$ cat config.mk
export PLATFORM = sky130hd
export DESIGN_NAME = program_loader
export DESIGN_NICKNAME = d
export VERILOG_FILES = /design/src/rtl/cpu_pkg.sv /design/src/rtl/word_assembler.sv /design/src/rtl/program_loader.sv
export SDC_FILE = /design/constraint.sdc
export NUM_CORES = 1
export LEC_CHECK = 0
export ABC_AREA = 1
export CAP_MARGIN = 20
export CORE_MARGIN = 2
export CORE_UTILIZATION = 55
export CTS_CLUSTER_DIAMETER = 80
export DETAILED_ROUTE_END_ITERATION = 12
export PLACE_DENSITY_LB_ADDON = 0.25
export SYNTH_ARGS = -nofsm -noshare
export SYNTH_HDL_FRONTEND = slang
export SYNTH_SLANG_ARGS = --single-unit
$ cat constraint.sdc
create_clock -name clk -period 3.51 [get_ports clk]
set_input_delay 0.702 -clock clk [delete_from_list [all_inputs] [get_ports clk]]
set_output_delay 0.702 -clock clk [all_outputs]
set_load 0.05 [all_outputs]
$ cat src/rtl/cpu_pkg.sv
// cpu_pkg: shared loader constants and state encoding
package cpu_pkg;
  localparam int ADDR_W_DEF = 10;
  localparam int CNT_W_DEF = 11;
  localparam logic [7:0] HDR_INST = 8'h00;
  localparam logic [7:0] HDR_DATA = 8'h01;
  localparam logic [7:0] HDR_RUN = 8'hFF;
  typedef enum logic [2:0] {
    ST_IDLE,
    ST_CNT_HI,
    ST_CNT_LO,
    ST_ADDR_HI,
    ST_ADDR_LO,
    ST_DATA,
    ST_WRITE,
    ST_RUN
  } ld_state_e;
endpackage

$ cat src/rtl/word_assembler.sv
// word_assembler: MSB-first 8->32 byte packer with a one-cycle word_done on the 4th byte
module word_assembler (
  input  logic        clk,
  input  logic        rst,
  input  logic        en,
  input  logic [7:0]  byte_in,
  output logic [31:0] word,
  output logic        word_done
);
  logic [23:0] sh_q, sh_d;
  logic [1:0]  idx_q, idx_d;
  assign word = {sh_q, byte_in};
  assign word_done = en && idx_q == 2'd3;
  // shift in a byte and advance the byte index on every enabled byte
  always_comb begin
    sh_d = en ? {sh_q[15:0], byte_in} : sh_q;
    idx_d = en ? idx_q + 2'd1 : idx_q;
  end
  // byte history and index registers; a reset drops any partial word
  always_ff @(posedge clk or posedge rst)
    if (rst) begin
      sh_q <= '0;
      idx_q <= '0;
    end else begin
      sh_q <= sh_d;
      idx_q <= idx_d;
    end
endmodule

$ cat src/rtl/program_loader.sv
// program_loader: byte-stream frame loader that fills CPU instruction/data memory and gates CPU reset
module program_loader
  import cpu_pkg::*;
#(
  parameter int ADDR_W = ADDR_W_DEF,
  parameter int CNT_W = CNT_W_DEF
) (
  input  logic              clk,
  input  logic              rst,
  input  logic [7:0]        in_data,
  input  logic              in_valid,
  output logic              in_ready,
  input  logic              load_req,
  output logic              cpu_rst,
  output logic [ADDR_W-1:0] address,
  output logic [31:0]       inst_data,
  output logic              write_instruction,
  output logic              write_data,
  output logic              busy,
  output logic              err
);
  ld_state_e         state_q, state_d;
  logic [CNT_W-1:0]  cnt_q, cnt_d;
  logic [ADDR_W-1:0] ptr_q, ptr_d, address_q, address_d;
  logic [31:0]       inst_data_q, inst_data_d, word;
  logic              tgt_q, tgt_d, wr_i_q, wr_i_d, wr_d_q, wr_d_d, err_q, err_d;
  logic              acc, word_done;
  assign in_ready = state_q != ST_WRITE && state_q != ST_RUN;
  assign acc = in_valid && in_ready;
  assign cpu_rst = state_q != ST_RUN;
  assign busy = state_q != ST_IDLE && state_q != ST_RUN;
  assign address = address_q;
  assign inst_data = inst_data_q;
  assign write_instruction = wr_i_q;
  assign write_data = wr_d_q;
  assign err = err_q;
  word_assembler u_asm (
    .clk(clk),
    .rst(rst),
    .en(acc && state_q == ST_DATA),
    .byte_in(in_data),
    .word(word),
    .word_done(word_done)
  );
  // frame decoder: header/count/address parsing, word write scheduling, run control
  always_comb begin
    state_d = state_q;
    cnt_d = cnt_q;
    ptr_d = ptr_q;
    tgt_d = tgt_q;
    err_d = err_q;
    address_d = word_done ? ptr_q : address_q;
    inst_data_d = word_done ? word : inst_data_q;
    wr_i_d = word_done && !tgt_q;
    wr_d_d = word_done && tgt_q;
    case (state_q)
      ST_IDLE:
        if (acc) begin
          if (in_data == HDR_INST || in_data == HDR_DATA) begin
            state_d = ST_CNT_HI;
            tgt_d = in_data == HDR_DATA;
          end else if (in_data == HDR_RUN) state_d = ST_RUN;
          else err_d = 1'b1;
        end
      ST_CNT_HI:
        if (acc) begin
          cnt_d = CNT_W'({in_data, 8'h00});
          state_d = ST_CNT_LO;
        end
      ST_CNT_LO:
        if (acc) begin
          cnt_d = cnt_q | CNT_W'(in_data);
          state_d = ST_ADDR_HI;
        end
      ST_ADDR_HI:
        if (acc) begin
          ptr_d = ADDR_W'({in_data, 8'h00});
          state_d = ST_ADDR_LO;
        end
      ST_ADDR_LO:
        if (acc) begin
          ptr_d = ptr_q | ADDR_W'(in_data);
          state_d = cnt_q == '0 ? ST_IDLE : ST_DATA;
        end
      ST_DATA: state_d = word_done ? ST_WRITE : ST_DATA;
      ST_WRITE: begin
        ptr_d = ptr_q + ADDR_W'(1);
        cnt_d = cnt_q - CNT_W'(1);
        state_d = cnt_q == CNT_W'(1) ? ST_IDLE : ST_DATA;
      end
      ST_RUN: state_d = load_req ? ST_IDLE : ST_RUN;
      default: state_d = ST_IDLE;
    endcase
  end
  // state and load-port registers; every load port comes straight from a flop
  always_ff @(posedge clk or posedge rst)
    if (rst) begin
      state_q <= ST_IDLE;
      cnt_q <= '0;
      ptr_q <= '0;
      tgt_q <= 1'b0;
      err_q <= 1'b0;
      address_q <= '0;
      inst_data_q <= '0;
      wr_i_q <= 1'b0;
      wr_d_q <= 1'b0;
    end else begin
      state_q <= state_d;
      cnt_q <= cnt_d;
      ptr_q <= ptr_d;
      tgt_q <= tgt_d;
      err_q <= err_d;
      address_q <= address_d;
      inst_data_q <= inst_data_d;
      wr_i_q <= wr_i_d;
      wr_d_q <= wr_d_d;
    end
endmodule
Yosys cells after proc, flatten, opt, wreduce, memory -nomap -nowiden
Cells that the tools add are included.

cells by class
  $add $sub $neg = 3
  eq/ne operators = 19
  muxes and demuxes = 18
  bitwise operators = 4
  reductions and logical operators = 20

operator list
  operator                                                              count
  11-bit one-hot mux with 3 select lines                                1
  3-bit 2-to-1 mux                                                      10
  10-bit one-hot mux with 3 select lines                                1
  3-bit one-hot mux with 8 select lines                                 1
  11-bit 2-to-1 mux                                                     2
  10-bit 2-to-1 mux                                                     2
  3-bit == test, second input constant                                  4
  11-bit by 1-bit == test with 1-bit output, second input constant      1
  11-bit logical NOT                                                    1
  11-bit by 8-bit bitwise OR with 11-bit output                         1
  11-bit by 1-bit subtractor with 11-bit output, second input constant  1
  10-bit by 1-bit adder with 10-bit output, second input constant       1
  2-bit != test, second input constant                                  5
  10-bit by 8-bit bitwise OR with 10-bit output                         1
  3-bit != test, second input constant                                  3
  3-bit AND reduction                                                   3
  3-bit nonzero test                                                    3
  8-bit by 1-bit == test with 1-bit output, second input constant       1
  8-bit == test, second input constant                                  1
  8-bit logical NOT                                                     1
  1-bit logical AND                                                     7
  3-bit by 2-bit == test with 1-bit output, second input constant       2
  6-bit AND reduction                                                   1
  4-bit AND reduction                                                   1
  other kinds (8)                                                       9

storage, ports and cells
  register bits after elaboration = 96
  bits of input ports = 12
  word-level logic and storage cells = 75

Longest topological paths before layout
  depth after elaboration = 7
  mapped depth = 11
  mapped depth without buffers = 11

By module
A second synthesis with hierarchy kept.

second synthesis, totals
  cell total of the unflattened synthesis = 604
  area, all modules = 4,619.4 sq um

by module, submodules not included
  module          instances  cells an instance  area an instance (sq um)  sequential area each (sq um)
  program_loader  1          481                3,530.9                   1,751.7
  word_assembler  1          123                1,088.5                   650.6

Worst setup path before layout
No wires, ideal clock.

  kind = reg2out
  start = register state_q[2]
  end = output busy
  arrival time = 1.460 ns
  required time = 2.808 ns
  setup slack = 1.348 ns
  cell stages (with the launch flop) = 5
  path through = dfrtp_1 -> inv_1 -> nand2_1 -> inv_1 -> a21oi_1

between the ends
  cells in the longest elaborated chain, start to end = 2
  elaborated cells between the ends (all ways) = 3
  classes of those cells = 1 x eq/ne; 2 x reduce/logical

RTL lines
  what                                                 RTL line               source
  from (decl)                                          program_loader.sv:22   ld_state_e state_q, state_d;
  from (signal assigned)                               program_loader.sv:108  state_q <= state_d;
  3-bit != test or 3-bit nonzero test (tied branches)  program_loader.sv:31   assign busy = state_q != ST_IDLE && state_q != ST_RUN;
  1-bit logical AND (*)                                program_loader.sv:31
  to (decl)                                            program_loader.sv:19   output logic busy,

Mark *: on every way between the ends. The rest lies on a longest branch, timed or not.

Worst setup path in the final report
  start = register state_q[0]
  end = output in_ready

between the ends
  cells in the longest elaborated chain, start to end = 2
  elaborated cells between the ends (all ways) = 3
  classes of those cells = 2 x eq/ne; 1 x reduce/logical

RTL lines
  what                   RTL line              source
  3-bit != test          program_loader.sv:28  assign in_ready = state_q != ST_WRITE && state_q != ST_RUN;
  1-bit logical AND (*)  program_loader.sv:28
  to (decl)              program_loader.sv:12  output logic in_ready,

Marked as above.

==> summary.txt <==
Drt
  – WL per Instance: roughly 14 um
  – Total Wirelength: slightly below 10 mm
  – Vias: 3,683
  – DRC: 0
  – ANT nets after route: 0
  – Pre-antenna DRT Iters: 6
  – Vias per cell: 5.31
  – Initial DRC Count: 223

Floorplan
  – Row count: 32
  – Core area: ~0.0078 mm2
  – Initial Util: between 50% and 60%
  – Chip width: 94.3 um
  – Die height: 94.3 um
  – Total Die Area: between 0.008 and 0.009 mm2
  – I/O pin count: 60

Clocking
  – # resized after CTS: 0
  – H-tree level count: 3
  – Post-CTS setup buffers: 0
  – Longest Clk Path Bufs: 2
  – Num Clock Sinks: 96
  – Worst-path clk slew: roughly 0.10 ns
  – CTS root buffer: clkbuf_8
  – Worst-Skew Late Latency: 0.35 ns
  – Total CTS buffers: 9
  – CTS tree: yes
  – Cts hold-fix bufs: 0

Run
  – Max Cap Viol: 0

Cells and area
  – Area occupied by multi-input gates: around 0.0018 mm2
  – Area Overhead vs Synth: 19.7%
  – Final nets: 604
  – Core Util, Final: 68.7%
  – Share of layout cells above drive strength 1: 7.45%
  – Antenna diodes: 0
  – Sequential Area: 0.00240 mm2
  – FILL cells: ~630

STA
  – Headroom to the max-slew limit: 45.4%
  – Fmax: 323 MHz
  – Final Hold Fails: 0
  – Final Skew: ~0.011 ns
  – Setup-failing EPs final: 0
  – Worst Tran Pin Value: 0.815 ns
  – RSZ-0062 raised after global routing: false
  – Fin crit period: 3.10 ns
  – Final setup TNS: 0 ns
  – Tcrit/Tclk final: between 80% and 90%
  – Fin. max-slew vios: 0

Critical path
  – Cell Chain, Critical Path: inv_2 > nand2_1 > nor2_2 > buf_4 > inv_2 > nand2_1 > inv_2 > clkdlybuf4s50_1
  – Most Frequent Cell on Critical Path: inv_2
  – Source of the worst register-to-register timing path: state_q[0]
  – Worst Path Required: 2.81 ns
  – Worst Path Arrival: 2.39 ns
  – Setup CP Type: flop to output port
  – Nature of the critical path endpoint: output port
  – Slowest CP cell: clkdlybuf4s50_1
  – CP startpoint kind: flop
  – CP max FO: 17
  – Max incr delay on CP: ~0.80 ns
  – Start point of the critical path: state_q[0]

Synth
  – Top post-synthesis cells by area: dfrtp_1, nand2_1, o21ai_0
  – Fraction of registers with async set/reset: between 90% and 100%
  – Yosys warning count: 0
  – Synthesized net count: 545
  – Post-synth top cells: nand2_1, dfrtp_1, inv_1, o21ai_0, o21ai_1
  – Synth cell types: 32
  – Mean Syn Cell Area: about 8.5 um2
  – Share of the synthesized area in the top cell type: 53.6%
  – Synth Instances: ~530
  – Post-Syn Area: about 0.0045 mm2
  – Most frequent cell after synthesis: nand2_1
  – Top FF cell, synth: dfrtp_1
  – Number of synthesized register bits: 96
  – Post-synth EDFFs: 0
  – Leading area contributor after synthesis: dfrtp_1
  – Post-synthesis sequential area ratio: 53.6%

Place
  – Half-perimeter wire length after placement: 6.74 mm
  – Gp weighted congestion: 0.961
  – Port Buf Inserts: 59

Pwr
  – VDD IR max: 0.375 mV
  – P_leak: 2.58 nW
  – PwrDens: 832 mW/mm2

GRT
  – First-pass GRT wire length: 16.2 mm
  – All-Layer GR Usage: between 20% and 30%
  – Initial antenna violation count: 0
  – Pin count of the biggest net entering global routing: 68
  – Vias in the first global route: ~3,500
  – Grt ovf: 0

Min path
  – Worst hold path type: flop to flop
  – Critical hold path startpoint: tgt_q

Run status
  – Outcome: finished, final reports clean
==> layout make-up <==
cell class	instances	area share (%)
multi-input combinational	354	32.8
tap	102	2.38
sequential	96	44.8
clock buffer	9	2.31
inverter	63	4.43
timing repair buffer	63	12.0
clock inverter	6	1.26
==> metrics by stage <==
stage | std cells | hold slack, ns | power (mW) | setup WS, ns | instance area (um2)
2_1_floorplan | 528 | 0.426 | 3.16 | 0.303 | 4480
4_1_cts | 693 | 0.459 | 4.47 | 0.414 | 5360
3_5_place_dp | 678 | 0.444 | 3.75 | 0.818 | 5170
3_3_place_gp | 678 | 0.443 | 3.67 | 0.881 | 5170
6_report | 693 | 0.465 | 4.46 | 0.413 | 5360
5_1_grt | 693 | 0.498 | 4.77 | 0.302 | 5360
==> worst max-delay path: cells and delay by family, from the launching register on <==
family	cells	cell delay [ns]
AND/OR/NAND/NOR	3	0.30
buffers and inverters	5	1.29
flip-flops	1	0.45
==> placed cells by master, fill, tap and decap left out, types with 2 or more instances in the layout <==
| cell | synthesis | routed |
|---|---|---|
| nor2_1 | 31 | 31 |
| o22ai_1 | 5 | 5 |
| nand2_2 | 3 | 3 |
| buf_12 | 0 | 2 |
| dfrtp_1 | 96 | 96 |
| ha_1 | 5 | 5 |
| a21boi_0 | 2 | 2 |
| clkinv_2 | 0 | 2 |
| inv_1 | 57 | 56 |
| buf_4 | 0 | 2 |
| xor2_1 | 2 | 2 |
| o21ai_0 | 57 | 57 |
| clkinvlp_4 | 0 | 2 |
| o21ai_1 | 36 | 36 |
| nand3_1 | 21 | 21 |
| clkdlybuf4s50_1 | 0 | 59 |
| nand4_1 | 4 | 4 |
| nor3_1 | 3 | 3 |
| nand2_1 | 151 | 151 |
| a22oi_1 | 2 | 2 |
| inv_2 | 6 | 6 |
| clkbuf_8 | 0 | 9 |
| a21oi_1 | 11 | 11 |
| inv_6 | 0 | 2 |
| mux2_4 | 10 | 10 |
| nor2_2 | 2 | 2 |
==> logic make-up (layout without fill, tap and decap cells) <==
logic type | count (synthesis) | count (layout) | synth area share [%]
AOI/OAI and AO/OA | 115 | 115 | 13.3
xor gates and xnor gates | 3 | 3 | 0.586
muxes | 11 | 11 | 3.60
buffers and inverters | 78 | 141 | 7.17
and+or+nand+nor | 220 | 220 | 20.3
adders and majority gates | 5 | 5 | 1.40
DFF | 96 | 96 | 53.6
==> state kept, by name, summed over array words and instances (netlist names) <==
name / cells
tgt_q: 1
cnt_q: 11
u_asm.idx_q: 2
err: 1
u_asm.sh_q: 24
write_data: 1
address: 10
state_q: 3
write_instruction: 1
inst_data: 32
ptr_q: 10
==> power breakdown <==
| part | leakage, nW | switching [mW] | internal [mW] | total (mW) |
|---|---|---|---|---|
| clock | 0.0921 | 0.388 | 0.330 | 0.718 |
| sequential | 1.25 | 0.271 | 1.49 | 1.76 |
| combinational | 1.24 | 1.32 | 0.660 | 1.98 |
==> metal layers <==
layer	track usage, %	vias to the layer above	part of all wire, %
met5	0	-	0
met4	6.76	0	1.7
met3	4.82	20	5.8
met2	38.4	121	47
met1	31.1	1717	45
li1	-	1825	-
==> final timing paths <==
check	to	slack (ns)	depth (start not counted)
setup reg to reg	ptr_q[9]	1.51	6
hold / removal	write_instruction	0.46	1
hold reg to reg	write_instruction	0.46	1
setup / recovery	in_ready	0.41	8
max in group asynchronous	state_q[1]	2.03	3
min in group asynchronous	inst_data[29]	0.76	2
No activity file was read; power rests on OpenSTA's default activity.
